===== src/rtl/apb_slv_pkg.sv =====
// Shared types and defaults for the APB register-file completer.
package apb_slv_pkg;

    typedef enum logic {
        IDLE   = 1'b0,
        ACCESS = 1'b1
    } apb_state_e;

    localparam int AW_DEF          = 8;
    localparam int DW_DEF          = 8;
    localparam int DEPTH_DEF       = 64;
    localparam int WAIT_STATES_DEF = 2;
    localparam int WCNT_W          = 4;

endpackage


===== src/rtl/apb_slv_mem_array.sv =====
// DEPTH x DW register array: one synchronous write port, one asynchronous read port.
module apb_slv_mem_array #(
    parameter int DW    = 8,
    parameter int DEPTH = 64,
    parameter int AIW   = 6
) (
    input  logic           pclk,
    input  logic           we,
    input  logic [AIW-1:0] waddr,
    input  logic [DW-1:0]  wdata,
    input  logic [AIW-1:0] raddr,
    output logic [DW-1:0]  rdata
);

    logic [DW-1:0] mem [DEPTH];

    always_ff @(posedge pclk) begin
        if (we) begin
            mem[waddr] <= wdata;
        end
    end

    assign rdata = mem[raddr];

endmodule


===== src/rtl/apb_slave_mem.sv =====
// APB completer backed by a register file, with programmable wait states and range errors.
// Optional protocol checker enabled by defining APB_SLV_PROT_CHK_EN.
module apb_slave_mem
    import apb_slv_pkg::*;
#(
    parameter int AW          = AW_DEF,
    parameter int DW          = DW_DEF,
    parameter int DEPTH       = DEPTH_DEF,
    parameter int WAIT_STATES = WAIT_STATES_DEF
) (
    input  logic          pclk,
    input  logic          presetn,
    input  logic          psel,
    input  logic          penable,
    input  logic          pwrite,
    input  logic [AW-1:0] paddr,
    input  logic [DW-1:0] pwdata,
    output logic [DW-1:0] prdata,
    output logic          pready,
    output logic          pslverr,
    output logic          prot_err
);

    localparam int                AIW     = (DEPTH > 1) ? $clog2(DEPTH) : 1;
    localparam logic [WCNT_W-1:0] WAIT_L  = WCNT_W'(WAIT_STATES);
    localparam logic [AW:0]       DEPTH_L = (AW+1)'(DEPTH);

    apb_state_e        state, state_d;
    logic [WCNT_W-1:0] wcnt, wcnt_d;
    logic [AW-1:0]     addr_q;
    logic              wr_q;
    logic [DW-1:0]     wdata_q;
    logic              capture;
    logic              mem_we;
    logic              in_range;
    logic [DW-1:0]     rdata;

    assign in_range = ({1'b0, addr_q} < DEPTH_L);

    always_ff @(posedge pclk) begin
        if (!presetn) begin
            state   <= IDLE;
            wcnt    <= '0;
            addr_q  <= '0;
            wr_q    <= 1'b0;
            wdata_q <= '0;
        end else begin
            state <= state_d;
            wcnt  <= wcnt_d;
            if (capture) begin
                addr_q  <= paddr;
                wr_q    <= pwrite;
                wdata_q <= pwdata;
            end
        end
    end

    // A reset arriving in the final access cycle suppresses both pready and the commit.
    always_comb begin
        state_d = state;
        wcnt_d  = wcnt;
        capture = 1'b0;
        pready  = 1'b0;
        mem_we  = 1'b0;
        case (state)
            IDLE: begin
                if (psel && !penable) begin
                    state_d = ACCESS;
                    wcnt_d  = '0;
                    capture = 1'b1;
                end
            end
            ACCESS: begin
                if (psel && penable) begin
                    if (wcnt == WAIT_L) begin
                        pready  = presetn;
                        mem_we  = presetn && wr_q && in_range;
                        state_d = IDLE;
                    end else begin
                        wcnt_d = wcnt + 1'b1;
                    end
                end else begin
                    state_d = IDLE;
                end
            end
            default: state_d = IDLE;
        endcase
    end

    assign pslverr = pready && !in_range;
    assign prdata  = (pready && !wr_q && in_range) ? rdata : '0;

    apb_slv_mem_array #(
        .DW    (DW),
        .DEPTH (DEPTH),
        .AIW   (AIW)
    ) u_mem (
        .pclk  (pclk),
        .we    (mem_we),
        .waddr (addr_q[AIW-1:0]),
        .wdata (wdata_q),
        .raddr (addr_q[AIW-1:0]),
        .rdata (rdata)
    );

`ifdef APB_SLV_PROT_CHK_EN
    logic prot_err_q;
    logic prot_viol;

    // penable is shared across slaves, so only violations seen while selected count.
    always_comb begin
        prot_viol = 1'b0;
        if (state == IDLE) begin
            prot_viol = psel && penable;
        end else begin
            prot_viol = !psel || (paddr != addr_q) || (pwrite != wr_q) ||
                        (pwdata != wdata_q);
        end
    end

    always_ff @(posedge pclk) begin
        if (!presetn) begin
            prot_err_q <= 1'b0;
        end else if (prot_viol) begin
            prot_err_q <= 1'b1;
        end
    end

    assign prot_err = prot_err_q;
`else
    assign prot_err = 1'b0;
`endif

endmodule


===== config.mk =====
export PLATFORM = sky130hd
export DESIGN_NAME = apb_slave_mem
export DESIGN_NICKNAME = d
export VERILOG_FILES = /design/src/rtl/apb_slv_pkg.sv /design/src/rtl/apb_slv_mem_array.sv /design/src/rtl/apb_slave_mem.sv
export SDC_FILE = /design/constraint.sdc
export NUM_CORES = 1
export LEC_CHECK = 0
export CORE_UTILIZATION = 45
export DETAILED_ROUTE_END_ITERATION = 12
export HOLD_SLACK_MARGIN = 0.06
export PLACE_DENSITY = 0.65
export SLEW_MARGIN = 20
export SYNTH_ARGS = -nofsm -noshare
export SYNTH_HDL_FRONTEND = slang
export SYNTH_SLANG_ARGS = --single-unit

===== constraint.sdc =====
create_clock -name pclk -period 3.2 [get_ports pclk]
set_input_delay 0.32 -clock pclk [delete_from_list [all_inputs] [get_ports pclk]]
set_output_delay 0.32 -clock pclk [all_outputs]
set_load 0.03 [all_outputs]

# Yosys cells after proc, flatten, opt, wreduce, memory -nomap -nowiden
# Memory sizes are Yosys's and may differ from the RTL's. A register that Yosys moved wholly into a read port is not among the register bits.
# Cells that the tools add are included.
# W data, S select, Z words.
dict set report totals {
  inputBits 21
  memories 1
  reg_bits 22
  wordCells 44
  ramBits 512
}
dict set report classes {
  magnitude_cmp 1
  reduce_logical 11
  addsub 1
  n_mux 20
  eq_ne 4
  bitwise_logic 1
}
# memory depth width read_ports rd_clocked_by_memory_dff wr line_no
set mem_list {}
lappend mem_list {u_mem.mem 64 8 1 1 1 apb_slv_mem_array.sv:15} ;# logic [DW-1:0] mem [DEPTH];
# op n
set op_table {}
lappend op_table {{$mux W1} 12}
lappend op_table {{$mux W4} 3}
lappend op_table {{$mux W6} 2}
lappend op_table {{$lt A8 B7 Y1 const B} 1}
lappend op_table {{$mux W8} 1}
lappend op_table {{$pmux W4 S2} 1}
lappend op_table {{$logic_and A1 B1 Y1} 7}
lappend op_table {{$add A4 B1 Y4 const B} 1}
lappend op_table {{$eq A4 B2 Y1 const B} 1}
lappend op_table {{$ne A2 B2 Y1 const B} 2}
lappend op_table {{$logic_not A1 Y1} 3}
lappend op_table {{$reduce_and A3 Y1} 1}
lappend op_table {{$ne A2 B1 Y1 const B} 1}
lappend op_table {{$pmux W1 S2} 1}
lappend op_table {{$not A1 Y1} 1}

# Longest topological paths before layout
# Gate-level depths: netlist of run 1.
dict set report depth {
  depth_word 7
  mapped_depth 9
  mapped_depth_nobuf 7
}

# Modules after synthesis
# From an unflattened synthesis of run 1, not the netlist that was laid out.
dict set report unflattened {
  hier_cells 1066
  area_unflattened_um2 21060.2
}
# module cells_per_inst n_inst area_each_um2
set modules_own_cells {}
lappend modules_own_cells {apb_slv_mem_array 932 1 20006.7}
lappend modules_own_cells {apb_slave_mem 134 1 1053.5}

# Least setup slack after synthesis of run 1
# Ideal clock, no wire load.
dict set report synth_timing {
  path_kind {register -> output}
  from {reg wcnt[0]}
  to {out prdata[6]}
  setup_slack_ps 307
  path_buffers 0
  t_arrival_ps 2573
  stages_incl_launch_ff 7
  t_required_ps 2880
  path_cell_list {dfxtp_1 inv_1 ha_1 or3b_4 nor2_1 nand3_1 o32ai_1}
}
dict set report synth_between {
  elab_chain_cells 7
}
# item line_no
set synth_lines {}
lappend synth_lines {{start: declaration} apb_slave_mem.sv:29} ;# logic [WCNT_W-1:0] wcnt, wcnt_d;
lappend synth_lines {{start signal: assignment} apb_slave_mem.sv:49} ;# wcnt <= wcnt_d;
lappend synth_lines {{$eq A4 B2 Y1} apb_slave_mem.sv:75} ;# if (wcnt == WAIT_L) begin
lappend synth_lines {{$mux W1} apb_slave_mem.sv:75}
lappend synth_lines {{$mux W1} apb_slave_mem.sv:74} ;# if (psel && penable) begin
lappend synth_lines {{$mux W1} apb_slave_mem.sv:65} ;# case (state)
lappend synth_lines {{via pready} apb_slave_mem.sv:19} ;# output logic pready,
lappend synth_lines {{$logic_and A1 B1 Y1 (2 in a row)} apb_slave_mem.sv:91} ;# assign prdata = (pready && !wr_q && in_range) ? rdata : '0;
lappend synth_lines {{$mux W8} apb_slave_mem.sv:91}
lappend synth_lines {{end: declaration} apb_slave_mem.sv:18} ;# output logic [DW-1:0] prdata,
# The timed path passes the listed nets, and every way through them passes these cells.

==> results.md, run 1 <==
- Combinational Power Share: 4.1%
- Fin cells: 1881
- Final setup fails: 0
- Clk slew on worst S/H paths: 0.06 ns
- Post-synth EDFFs: 512
- P_sw: 3.00 mW
- Placed instance area: 0.0230 mm^2
- Fin util: 55.3%
- Static leakage: 8.30 nW
- PnR worst setup slack: 0.0390 ns
- Max Slew Vio Count: 0
- Post-synthesis cell count: 1063
- Final TNS setup: 0 ns
- Worst Reg-to-Reg Cells: 8
- Kind of critical path: flop to primary output
- Post-route ant nets: 0
- CP endpoint: prdata[2]
- I/O pin count: 32
- Mapped Nets: 1086
- Die Height: 218 um
- Initial core utilization: 46.0%
- Critical hold path startpoint: pwdata[3]
- Final Wtd Congestion: 0.883
- Seq/Total Area, Yosys: 75.6%
- Clock sinks: 540
- Startpoint types: flop
- Final Hold Vio Count: 0
- Vias in the first global route: 11000
- VDD IR max: 0.401 mV
- Clock buffer depth: 3
- Hold WS: 0.265 ns
- Clk_skew: 0.0243 ns
- # rows: 78
- Pwr/cell area: 583 mW/mm^2
- Critical Path AT: 2.84 ns
- Worst-path fanout max: 5
- Crit path top cell by count: buf_12
- WP data required: 2.88 ns
- Synthesis-stage register bit count: 540
- Post-Syn Area: 0.0211 mm^2
- Avg Inst Size Synth: 19.8 um^2
- TritonRoute pass-1 iters: 6
- Worst-path cell chain: buf_12 -> buf_6 -> buf_4 -> mux4_2 -> mux2i_1 -> o21ai_0 -> o311a_1 -> buf_12
- Core Area: 0.0458 mm^2
- Yosys cell types: 55
- Placed cell count: 1765
- Crit share post-route: 98.8%
- Num CTS Buffers: 53
- Yosys warns: 0
- Critical path's slowest cell: mux4_2
- Port buffer count: 30
- Commonest register cell after synthesis: edfxtp_1
- Clk network pwr share: 43.1%
- Top delay family on crit path: multiplexers
- Slew margin rel.: 40.6%
- Die area: 0.0477 mm^2
- Post-DR wirelength/cell: 26.4 um
- Int Power: 11.8 mW
- R2r setup slk: 0.29 ns
- Max-Cap Viols: 0
- Antenna diodes: 0
- Drt initial violations: 1255
- CTS HTree Levels: 2
- Async S/R FF share, synth: 0%
- Max Fclk: 316 MHz
- CTS tree: done
- RR Endpoint: u_mem.mem[31][2]
- Worst skew pair latency: 0.61 ns
- Actual slew at the worst max-slew pin: 0.892 ns
- CTS root buf: clkbuf_16
- Worst Setup End Kind: primary output
- Die width: 218 um
- Overflow left after global routing: 0
- Worst min-delay path category: input port to flop
- Crit path time final: 3.16 ns
- Area growth syn-to-layout: 20.1%
- Post-route cell area: 0.0253 mm^2
- Largest net degree at the start of global routing: 66
- Share of cells above drive strength 1: 32.9%
- DP Wirelength: 30.5 mm
- Vias: 11000
- Remaining DRCs: 0
- CP peak stage delay: 0.54 ns
- Sw Share: 20.3%
- GRT Resource Usage Total: 21.5%
- Via-to-Cell Ratio: 5.86
- Global-route wire length before repair: 73.4 mm
- Total wire length: 49.6 mm
- DP Worst Slack: 0.187 ns
- Nets: 1260
- Tot Pwr: 14.8 mW
- Seq pwr share: 52.9%
- Initial antenna violation count: 0
- Status: complete, no violations
- Worst path depth: 8
- Critical R2R Launch: wcnt[0]
- Number of buffers and inverters on the critical path: 4
synth_stat cells (3+ instances only):
cell type,count,area share [%]
mux4_2,118,13
buf_2,17,0.40
nor2b_1,10,0.30
and2_1,4,0.12
mux2_2,6,0.32
mux4_1,5,0.62
o311a_1,4,0.19
buf_6,4,0.21
nor2_1,80,1.4
clkbuf_1,19,0.34
a21boi_0,17,0.61
a32oi_1,5,0.21
a2111oi_0,3,0.12
o22ai_1,7,0.21
a22oi_1,17,0.61
buf_1,3,0.053
a21oi_1,9,0.21
nor3_1,4,0.095
a31oi_1,6,0.18
nand3_1,5,0.12
nand2_1,75,1.3
o221ai_1,7,0.29
buf_4,14,0.50
dfxtp_1,28,2.7
inv_1,4,0.071
nand3b_1,4,0.14
mux2i_1,28,1.3
o2111a_1,3,0.16
nor4_1,6,0.18
edfxtp_1,512,73
a22o_1,3,0.12
o21ai_0,6,0.14
power groups by stage:
stage               sequential [mW]  combinational (mW)  clock, mW
floorplan                      7.92               0.326          0
global placement               7.96               0.511          0
detailed placement             7.97               0.516          0
CTS                            7.81               0.573       6.44
global route                   7.81               0.631       6.71
finish                         7.80               0.598       6.36
sequential cells by signal, indices dropped and copies added (netlist names), named ones only:
register / count
addr_q: 8
state: 1
u_mem.mem: 512
wcnt: 4
wdata_q: 8
wr_q: 1
cells in the final DEF, fill, tap and decap left out, types with 16 or more instances in the layout:
| cell type | synthesis | routed |
|---|---|---|
| a21boi_0 | 17 | 17 |
| buf_12 | 0 | 16 |
| buf_4 | 14 | 122 |
| clkbuf_16 | 0 | 56 |
| clkdlybuf4s50_1 | 0 | 22 |
| edfxtp_1 | 512 | 512 |
| mux2i_1 | 28 | 22 |
| mux4_2 | 118 | 120 |
| nand2_1 | 75 | 75 |
| nor2_1 | 80 | 77 |
worst register-to-register path, cell delays in order, from the launching register on:
cell and delay, ns:
dfxtp_1 0.34, inv_2 0.07, ha_1 0.15, or3b_4 0.42
or4b_4 0.58, nor2_4 0.16, nand3_2 0.40, nor2_1 0.27
buf_4 0.22
what timing repair did:
action / 4_1_cts / 5_1_grt
hold buffers: 0 / 0
resized for setup: 36 / 36
setup endpoints to repair: 8 / 8
gates cloned: 1 / 2
buffers inserted: 13 / 2
pin swaps: 2 / 3
cell type report:
class | instances | area, um^2
Tap cell | 600 | 751
Multi-Input combinational cell | 459 | 5030
Clock buffer | 73 | 1460
Fill cell | 3405 | 20400
Inverter | 6 | 25.0
Clock inverter | 26 | 325
Timing Repair Buffer | 177 | 1760
Sequential cell | 540 | 16000
worst min-delay path by stage:
stage / depth (start not counted) / endpoint
floorplan: 2 / addr_q[7]
CTS: 3 / wdata_q[3]
finish: 3 / wdata_q[3]
global placement: 2 / addr_q[6]
detailed placement: 2 / addr_q[7]
global route: 3 / wdata_q[3]
kinds of logic (layout without fill, tap and decap cells):
group,after synthesis,count (layout),synth area share [%]
compound gates,92,92,3.24
xor+xnor,2,2,0.0831
fa+ha+maj,2,2,0.119
buf+inv,64,282,1.64
flops,540,540,75.6
mux,157,157,14.9
other cells,1,1,0.0178
simple gates,205,205,4.41
metal layers:
metal | vias to the layer above | track usage, % | wire (um)
met2 | 458 | 33.6 | 23500
met4 | 0 | 7.76 | 1610
li1 | 4695 | - | -
met5 | - | 0 | 0
met3 | 92 | 3.12 | 3430
met1 | 5771 | 30.8 | 21100
Power figures use the tool's default switching activity.
==> run 2: changes to the inputs <==
Settings changed: TNS_END_PERCENT from default to 10.
==> results.md, run 2 (synthesis results as in run 1) <==
- Clock buffer depth: 3 (unchanged)
- Slew margin rel.: 42.7% (+2.2 points)
- Nets: 1258 (-0.16%)
- Placed instance area: 0.0230 mm^2 (unchanged)
- Commonest non-fill, non-tap cell in the layout: edfxtp_1
- CTS root buf: clkbuf_16
- Clock sinks: 540 (unchanged)
- Crit path time final: 3.15 ns (-0.0143 ns)
- Hold WS: 0.265 ns (-0.000218 ns)
- Die Height: 218 um (unchanged)
- Final Wtd Congestion: 0.883 (unchanged)
- Post-route cell area: 0.0253 mm^2 (-0.23%)
- GRT Resource Usage Total: 21.4% (-0.024 points)
- Largest net degree at the start of global routing: 66 (unchanged)
- Clk slew on worst S/H paths: 0.06 ns (about the same)
- CTS Hold Bufs: 0 (unchanged)
- Remaining DRCs: 0 (unchanged)
- I/O pin count: 32 (unchanged)
- TritonRoute pass-1 iters: 5 (-1)
- Crit share post-route: 98.3% (-0.45 points)
- Actual slew at the worst max-slew pin: 0.859 ns (-0.0327 ns)
- Fin cells: 1879 (-0.11%)
- Placed cell count: 1765 (unchanged)
- Biggest regs: u_mem.mem x512, addr_q x8, wdata_q x8
- Port buffer count: 30 (unchanged)
- Vias: 11000 (-0.55%)
- Total wire length: 49.5 mm (-0.21%)
- Clk_skew: 0.0257 ns (+0.00136 ns)
- Overflow left after global routing: 0 (unchanged)
- Max Slew Vio Count: 0 (unchanged)
- Max reg flops: 512 (unchanged)
- Initial antenna violation count: 0 (unchanged)
- Final setup fails: 0 (unchanged)
- Kind of critical path: flop to primary output
- Die area: 0.0477 mm^2 (unchanged)
- Antenna diodes: 0 (unchanged)
- Worst Setup End Kind: primary output
- Area growth syn-to-layout: 19.9%
- CTS tree: done
- Via-to-Cell Ratio: 5.83 (-0.45%)
- DP Wirelength: 30.5 mm (unchanged)
- Initial core utilization: 46.0% (unchanged)
- Post-route ant nets: 0 (unchanged)
- Post-DR wirelength/cell: 26.4 um (about the same)
- Final Hold Vio Count: 0 (unchanged)
- WP data required: 2.88 ns (about the same)
- Most frequent cells in the layout: edfxtp_1 (512), buf_4 (124), mux4_2 (120), nor2_1 (77), nand2_1 (75)
- Share of cells above drive strength 1: 32.8% (-0.18 points)
- Worst min-delay path category: input port to flop
- RSZ-0062 raised after global routing: true
- Fin util: 55.2% (-0.13 points)
- Die width: 218 um (unchanged)
- VDD IR max: 0.403 mV (+0.46%)
- Critical Path AT: 2.83 ns (about the same)
- Vias in the first global route: 11000 (+0.018%)
- CTS HTree Levels: 2 (unchanged)
- Worst skew pair latency: 0.61 ns (about the same)
- Max-Cap Viols: 0 (unchanged)
- Core Area: 0.0458 mm^2 (unchanged)
- Max Fclk: 318 MHz (+0.46%)
- Status: complete, no violations
- Num CTS Buffers: 53 (unchanged)
- Final TNS setup: 0 ns (unchanged)
- Pwr/cell area: 584 mW/mm^2 (+0.16%)
- Worst-path fanout max: 6 (+1)
- Drt initial violations: 1210 (-3.6%)
- Biggest register: u_mem.mem
- Startpoint types: flop
- Static leakage: 8.28 nW (-0.24%)
- Global-route wire length before repair: 73.3 mm (-0.13%)
- # rows: 78 (unchanged)
run 2: repair_timing:
item                       CTS  global route
setup endpoints to repair    8             8
resized for setup           24            46
gates cloned                 1             1
pin swaps                    1             3
setup buffers               12             2
run 2: critical path, cell delays in order, from the launching register on:
cell and delay, ns:
dfxtp_4 0.40, buf_12 0.16, buf_4 0.20, mux4_2 0.52, a22oi_1 0.22, a21oi_1 0.16
o311a_1 0.39, buf_12 0.17
run 2: power by group:
part	total (mW)	switching (mW)	internal [mW]
registers	7.80	0.0832	7.72
logic	0.592	0.323	0.268
clock network	6.36	2.59	3.77
total	14.8	3.00	11.8
run 2: path summary, 6_finish.rpt:
check                               start          endpoint  slack (ns)  depth (start not counted)
worst max-delay path                 flop         prdata[2]        0.05                          7
worst min-delay path            pwdata[3]        wdata_q[3]        0.26                          3
worst max register to register    wcnt[0]  u_mem.mem[31][5]        0.30                          8
worst min register to register  addr_q[7]         addr_q[7]        0.47                          2
run 2: routing by layer:
metal | routed length [um] | track usage (%) | up-vias
li1 | - | - | 4689
met1 | 21200 | 30.7 | 5725
met2 | 23300 | 33.4 | 446
met3 | 3380 | 3.28 | 95
met4 | 1620 | 8.04 | 0
met5 | 0 | 0 | -
run 2: cell type report:
| class | count | area [um^2] |
|---|---|---|
| Clock inverter | 26 | 325 |
| Inverter | 6 | 25.0 |
| Clock buffer | 73 | 1460 |
| Sequential cell | 540 | 16000 |
| Timing Repair Buffer | 175 | 1700 |
| Tap cell | 600 | 751 |
| Multi-Input combinational cell | 459 | 5020 |
| Fill cell | 3413 | 20500 |
run 2: stage by stage:
stage               power (mW)  setup slack (ns)
floorplan                 8.25             0.307
global placement          8.48             0.192
detailed placement        8.48             0.187
CTS                       14.8            -0.110
global route              15.1           -0.0204
finish                    14.8            0.0534
